==> src/rtl/hyper_eot_classifier.sv <==
// Per-channel EOT classifier: queues rx/tx arm directions and tags each controller EOT as read or write.
// Optional error detection (conflict/underflow/overflow, err_clr_i) is enabled by defining HYPER_EOT_ERR_EN.
module hyper_eot_classifier #(
  parameter  int NB_CH = 2,
  parameter  int DEPTH = 4,
  localparam int CNT_W = $clog2(DEPTH + 1)
) (
  input  logic                   sys_clk_i,
  input  logic                   rstn_i,
  input  logic [NB_CH-1:0]       rx_evt_i,
  input  logic [NB_CH-1:0]       tx_evt_i,
  input  logic [NB_CH-1:0]       eot_i,
  input  logic [NB_CH-1:0]       err_clr_i,
  output logic [NB_CH-1:0]       evt_rx_o,
  output logic [NB_CH-1:0]       evt_tx_o,
  output logic [NB_CH-1:0]       evt_rd_eot_o,
  output logic [NB_CH-1:0]       evt_wr_eot_o,
  output logic [NB_CH-1:0]       dir_o,
  output logic [NB_CH*CNT_W-1:0] count_o,
  output logic [NB_CH*3-1:0]     err_o
);

  localparam int PTR_W = $clog2(DEPTH);

`ifndef HYPER_EOT_ERR_EN
  logic unused_err_clr;
  assign unused_err_clr = ^err_clr_i;
`endif

  for (genvar c = 0; c < NB_CH; c++) begin : g_ch
    logic [DEPTH-1:0] mem_q;
    logic [PTR_W-1:0] rd_ptr_q, wr_ptr_q;
    logic [CNT_W-1:0] cnt_q, cnt_nxt;
    logic             dir_q, rd_eot_q, wr_eot_q, evt_rx_q, evt_tx_q;
    logic             rx, tx, eot, push, empty, full, pop, bypass, wr_en, cls_dir;

    always_comb begin
      rx      = rx_evt_i[c];
      tx      = tx_evt_i[c];
      eot     = eot_i[c];
      push    = rx ^ tx;
      empty   = (cnt_q == '0);
      full    = (cnt_q == CNT_W'(DEPTH));
      pop     = eot & ~empty;
      // An EOT on an empty queue consumes a same-cycle arm directly instead of storing it.
      bypass  = eot & empty & push;
      wr_en   = push & ~full & ~bypass;
      cls_dir = dir_q;
      if (!empty)     cls_dir = mem_q[rd_ptr_q];
      else if (push)  cls_dir = rx;
      cnt_nxt = cnt_q;
      case ({wr_en, pop})
        2'b10:   cnt_nxt = cnt_q + CNT_W'(1);
        2'b01:   cnt_nxt = cnt_q - CNT_W'(1);
        default: cnt_nxt = cnt_q;
      endcase
    end

    always_ff @(posedge sys_clk_i or negedge rstn_i) begin
      if (!rstn_i) begin
        mem_q    <= '0;
        rd_ptr_q <= '0;
        wr_ptr_q <= '0;
        cnt_q    <= '0;
        dir_q    <= 1'b0;
        rd_eot_q <= 1'b0;
        wr_eot_q <= 1'b0;
        evt_rx_q <= 1'b0;
        evt_tx_q <= 1'b0;
      end else begin
        evt_rx_q <= rx;
        evt_tx_q <= tx;
        rd_eot_q <= eot & cls_dir;
        wr_eot_q <= eot & ~cls_dir;
        if (eot) dir_q <= cls_dir;
        if (wr_en) begin
          mem_q[wr_ptr_q] <= rx;
          wr_ptr_q        <= wr_ptr_q + PTR_W'(1);
        end
        if (pop) rd_ptr_q <= rd_ptr_q + PTR_W'(1);
        cnt_q <= cnt_nxt;
      end
    end

    assign evt_rx_o[c]               = evt_rx_q;
    assign evt_tx_o[c]               = evt_tx_q;
    assign evt_rd_eot_o[c]           = rd_eot_q;
    assign evt_wr_eot_o[c]           = wr_eot_q;
    assign dir_o[c]                  = dir_q;
    assign count_o[c*CNT_W +: CNT_W] = cnt_q;

`ifdef HYPER_EOT_ERR_EN
    logic [2:0] err_q;
    logic       conflict, underflow, overflow;

    assign conflict  = rx & tx;
    assign underflow = eot & empty & ~push;
    assign overflow  = push & full;

    // Clear applies first so a same-cycle set survives.
    always_ff @(posedge sys_clk_i or negedge rstn_i) begin
      if (!rstn_i) err_q <= '0;
      else         err_q <= (err_clr_i[c] ? 3'b000 : err_q) | {conflict, underflow, overflow};
    end

    assign err_o[c*3 +: 3] = err_q;
`else
    assign err_o[c*3 +: 3] = '0;
`endif
  end

endmodule

==> config.mk <==
export PLATFORM = sky130hd
export DESIGN_NAME = hyper_eot_classifier
export DESIGN_NICKNAME = d
export VERILOG_FILES = /design/src/rtl/hyper_eot_classifier.sv
export SDC_FILE = /design/constraint.sdc
export NUM_CORES = 1
export LEC_CHECK = 0
export BUFFER_PORTS_ARGS = -buffer_cell sky130_fd_sc_hd__buf_4
export CAP_MARGIN = 40
export CORE_MARGIN = 10
export CORE_UTILIZATION = 50
export CTS_CLUSTER_SIZE = 10
export DETAILED_ROUTE_END_ITERATION = 6
export HOLD_SLACK_MARGIN = 0.15
export PLACE_DENSITY = 0.84
export SYNTH_ARGS = -nofsm -noshare
export SYNTH_HDL_FRONTEND = slang
export SYNTH_SLANG_ARGS = --single-unit
==> constraint.sdc <==
create_clock -name sys_clk_i -period 4.7 [get_ports sys_clk_i]
set_clock_uncertainty 0.2 [all_clocks]
set_input_delay 0.235 -clock sys_clk_i [delete_from_list [all_inputs] [get_ports sys_clk_i]]
set_output_delay 0.235 -clock sys_clk_i [all_outputs]
set_load 0.05 [all_outputs]
=== Yosys cells after proc, flatten, opt, wreduce, memory -nomap -nowiden ===
Index checks and enable logic that the tools add are counted.

* Flip-flop bits (word level): 32
* Latch bits: 0
* Memory bits (writable): 0
* Memory bits (read-only): 0
* Bits of input ports: 10
* Output and inout port bits: 22
* Logic and storage cells: 84
* Memories: 0

* $add $sub $neg: 8
* $mul: 0
* Div/mod/pow operators: 0
* Order comparisons: 6
* Equality and inequality tests: 6
* Shift-type cells: 0
* Mux-type cells: 16
* Bitwise gates (word level): 24
* Reductions and logical operators: 6

{| class="wikitable"
|+ Operators by type and width
! operator !! count
|-
| $and A1 B1 Y1 || 14
|-
| $lt A2 B3 Y1 const B || 4
|-
| $pmux W3 S2 || 2
|-
| $add A2 B1 Y2 const B || 4
|-
| $bwmux W4 || 2
|-
| $mux W1 || 8
|-
| $not A1 Y1 || 8
|-
| $add A3 B1 Y3 const B || 2
|-
| $eq A3 B3 Y1 const B || 2
|-
| $logic_not A3 Y1 || 2
|-
| $sub A3 B1 Y3 const B || 2
|-
| $bmux W1 S2 || 2
|-
| $demux W1 S2 || 2
|-
| $eq A2 B1 Y1 const B || 2
|-
| $eq A2 B2 Y1 const B || 2
|-
| $ge A2 B1 Y1 const B || 2
|-
| $reduce_bool A2 Y1 || 2
|-
| $logic_and A1 B1 Y1 || 2
|-
| $xor A1 B1 Y1 || 2
|}

=== Longest topological paths before layout ===
* Depth in word-level cells: 7
* Depth in mapped cells: 10
* Gate-level depth less buffers: 8

=== Least setup slack after synthesis ===
No wires, ideal clock.

* Path kind: register to register
* Start point: reg g_ch[0].cnt_q[0]
* End point: reg g_ch[0].cnt_q[2]
* Setup time: 0.146 ns
* Data arrival time: 2.183 ns
* Required time: 4.354 ns
* Slack: 2.171 ns
* Stages on the path, launching flop included: 11
* Buffers on the path: 2
* Clock period less this slack: 2.529 ns
* Path through: dfrtp_1 > buf_6 > or3_4 > buf_6 > and2_4 > ha_1 > inv_1 > fa_1 > xor2_1 > nor2_1 > xor2_1

* Elaborated cells on any way between the ends: 16
* Classes of those cells: add/sub (2); eq/ne (3); mux (1); bitwise (8); reduce/logical (2)

{| class="wikitable"
|+ RTL lines
! element !! RTL line !! text
|-
| from (decl) || 33 || <nowiki>logic [CNT_W-1:0] cnt_q, cnt_nxt;</nowiki>
|-
| from (signal assigned) || 81 || <nowiki>cnt_q <= cnt_nxt;</nowiki>
|-
| $logic_not A3 Y1 * || 42 || <nowiki>empty = (cnt_q == '0);</nowiki>
|-
| $not A1 Y1 * || 44 || <nowiki>pop = eot & ~empty;</nowiki>
|-
| $and A1 B1 Y1 * || 44 ||
|-
| via g_ch[0].pop || 35 || <nowiki>logic rx, tx, eot, push, empty, full, pop, bypass, wr_en, cls_dir;</nowiki>
|-
| $eq A2 B1 Y1 or $eq A2 B2 Y1 (tied branches) || 52 || <nowiki>case ({wr_en, pop})</nowiki>
|-
| $pmux W3 S2 or $reduce_bool A2 Y1 (tied branches) || - ||
|}

The timed path passes the listed nets; every way through them passes the cells marked *.
A chain may end at the register's enable or synchronous reset.

=== Worst setup path in the final report ===
* Start point: in eot_i[1]
* End point: reg g_ch[1].cnt_q[2]

* Cells in the longest elaborated chain, start to end: 6
* Elaborated cells on any way between the ends: 9
* Classes of those cells: eq/ne (2); mux (1); bitwise (5); reduce/logical (1)

{| class="wikitable"
|+ Ends and longest elaborated chain
! element !! RTL line !! text
|-
| from (decl) || 12 || <nowiki>input logic [NB_CH-1:0] eot_i,</nowiki>
|-
| $and A1 B1 Y1 (2 in a row) || 46 || <nowiki>bypass = eot & empty & push;</nowiki>
|-
| $not A1 Y1 || 47 || <nowiki>wr_en = push & ~full & ~bypass;</nowiki>
|-
| $and A1 B1 Y1 || 47 ||
|-
| $eq A2 B1 Y1 or $eq A2 B2 Y1 (tied branches) || 52 ||
|-
| $pmux W3 S2 or $reduce_bool A2 Y1 (tied branches) || - ||
|-
| to (signal assigned) || 81 ||
|-
| to (decl) || 33 ||
|}

Several ways; a longest one is shown, not always the timed one.

==> reports/metrics.csv <==
metric;value;unit
final_cell_mix;dfrtp_1 (32), buf_4 (23), inv_1 (13), mux2_1 (10), ha_1 (10);
syn_area;1800;µm²
grtUsageTotal;11.0;%
syn_avg_cell_area;11.9;µm²
clock_latency;340;ps
area_growth;11.8;%
slew_viol_final;0;
hpwl;2.43;mm
gpl.final_weighted_congestion;0.809;
die_x;80.0;µm
rrSetupSlack;2340;ps
p_leak;0.945;nW
synth_top_area_cell;dfrtp_1;
core_region_area;3420;µm²
crit_path_cell_trace;dlygate4sd3_1 -> buf_4 -> nor2_1 -> o31ai_2 -> ha_1 -> inv_1 -> fa_1 -> xor2_1 -> nor2_1 -> xor2_1;
synth_cell_types;33;
nets;194;
first_pass_iters;4;
final_cells;219;
tightestPinTransition;491;ps
drive_above_1_share;21.4;%
vias_per_cell;5.32;
clk_path_buf_depth;2;
max_freq;417;MHz
min_period;2400;ps
worstSetupEndpointType;flip-flop;
grt_pass1_wl;5.55;mm
startpoint_type;input port;
setup_violations;0;
via_count;1166;
ant_nets;0;
finalPower;1.42;mW
cpPeakStageDelay;520;ps
finalCritPeriodShare;51.0;%
portBuffers;23;
ir_drop;0.290;mV
cts_tree;yes;
cts-root-buf;clkbuf_4;
wl_per_cell;14.8;µm
hold_ws;172;ps
start_util;52.7;%
dp_cells;204;
cts.sinks;32;
synth-seq-cells;32;
final_common_cell;dfrtp_1;
rows;21;
grt_max_degree;33;
cts_setup_buffers;0;
drt-total-wl;3.25;mm
first_global_vias;1217;
r2r_cells;8;
diodes;0;
critPathRequiredTime;4760;ps
cpMaxStageDelayCell;dlygate4sd3_1;
maxSlewHeadroom;67.0;%
yosysTopAreaCellShare;44.4;%
io_pins;32;
place_area;1890;µm²
setup_tns;0;ps
design_area;2010;µm²
dieArea;6400;µm²
fillers;277;
cp_max_fo;7;
synth_area_leaders;dfrtp_1 (44%), buf_4 (7.1%), ha_1 (6.9%);
synth_cells;152;
rsz0062_at_grt;no;
hold_viol_final;0;
min_path_type;input port to async pin;
power_density;707;nW/µm²
worstSetupPathType;input port to flip-flop;
maxCapViolCount;0;
reg2reg_from;g_ch[1].cnt_q[2];
status;finished clean;
ys_warn_count;0;
final_util;59.0;%
r2r_end;g_ch[1].cnt_q[2];
ys_seq_area_share;44.4;%
grt_overflow;0;
fin_ws;2300;ps
place_ws;2390;ps
cts_buffers;5;
chipHeight;80.0;µm
htreeDepth;2;
antenna_found_initial;0;
crit_arrival;2460;ps
drtIter0Drc;52;
clk_transition_reported_paths;100;ps
drc;0;
-- Yosys cell counts (all sizes together) --
cell	count
a21boi	2
a21oi	3
a22oi	1
a311o	1
and2	1
buf	22
conb	1
dfrtp	32
fa	2
ha	10
inv	13
mux2	10
mux2i	2
mux4	2
nand2	1
nand2b	1
nand3	2
nor2	6
nor2b	2
nor3	2
o211a	2
o21ai	4
o22ai	1
o311ai	8
o31ai	5
or3	2
xnor2	7
xor2	7
-- how the worst max path moves through the flow --
| stage | start | to | slack (ps) |
|---|---|---|---|
| 2_1_floorplan | g_ch[0].cnt_q[0] | g_ch[0].cnt_q[2] | 2170 |
| 3_3_place_gp | g_ch[0].cnt_q[0] | g_ch[0].cnt_q[2] | 2450 |
| 3_5_place_dp | g_ch[0].cnt_q[0] | g_ch[0].cnt_q[2] | 2390 |
| 4_1_cts | eot_i[1] | g_ch[1].cnt_q[2] | 2320 |
| 5_1_grt | eot_i[1] | g_ch[1].cnt_q[2] | 2160 |
| 6_report | eot_i[1] | g_ch[1].cnt_q[2] | 2300 |
-- power breakdown --
group | internal, mW | leakage (nW) | total (mW) | switching (mW)
combinational | 0.290 | 0.533 | 0.718 | 0.428
sequential | 0.403 | 0.380 | 0.542 | 0.139
clock | 0.0737 | 0.0326 | 0.164 | 0.0901
total | 0.767 | 0.945 | 1.42 | 0.657
-- per-layer routing --
metal	routed length (µm)	global-route usage, %	vias up
li1	-	-	540
met1	1360	11.9	586
met2	1600	17.7	31
met3	194	4.84	9
met4	91	5.99	0
met5	0	0	-
-- final cells by class --
class,instances,area [µm²],area share [%]
multi-input cells,90,806,40.0
flip-flops and latches,32,801,39.8
repair buffers,30,243,12.0
clock buffers,8,58.8,2.92
well taps,46,57.6,2.86
inverters,13,48.8,2.42
-- worst max-delay path, delay by kind of cell --
| family | cells | cell delay (ps) |
|---|---|---|
| fa+ha+maj | 2 | 630 |
| xor+xnor | 2 | 320 |
| buf+inv | 3 | 720 |
| simple gates | 2 | 210 |
| compound gates | 1 | 340 |
-- state kept, by name, indices dropped and copies added, names as in the netlist --
| signal | flops |
|---|---|
| g_ch.dir_q | 2 |
| g_ch.wr_eot_q | 2 |
| g_ch.mem_q | 8 |
| g_ch.rd_eot_q | 2 |
| g_ch.rd_ptr_q | 4 |
| g_ch.cnt_q | 6 |
| g_ch.evt_rx_q | 2 |
| g_ch.wr_ptr_q | 4 |
| g_ch.evt_tx_q | 2 |
-- kinds of logic (layout without fill, tap and decap cells) --
family | count (synthesis) | count (layout) | synth area share, %
AO/OA/AOI/OAI | 27 | 27 | 11.7
XOR/XNOR | 14 | 14 | 7.64
multiplexers | 14 | 14 | 9.86
adder cells (fa/ha/maj) | 12 | 12 | 9.17
other | 1 | 6 | 0.208
buffers and inverters | 35 | 51 | 11.9
flip-flops | 32 | 32 | 44.4
AND/OR/NAND/NOR | 17 | 17 | 5.07
-- what timing repair did --
action / CTS / global route
hold buffers: 7 / 0
endpoints found under the hold margin: 55 / 0
gates resized for setup: 0 / 0
(Power assumes the default switching activity.)
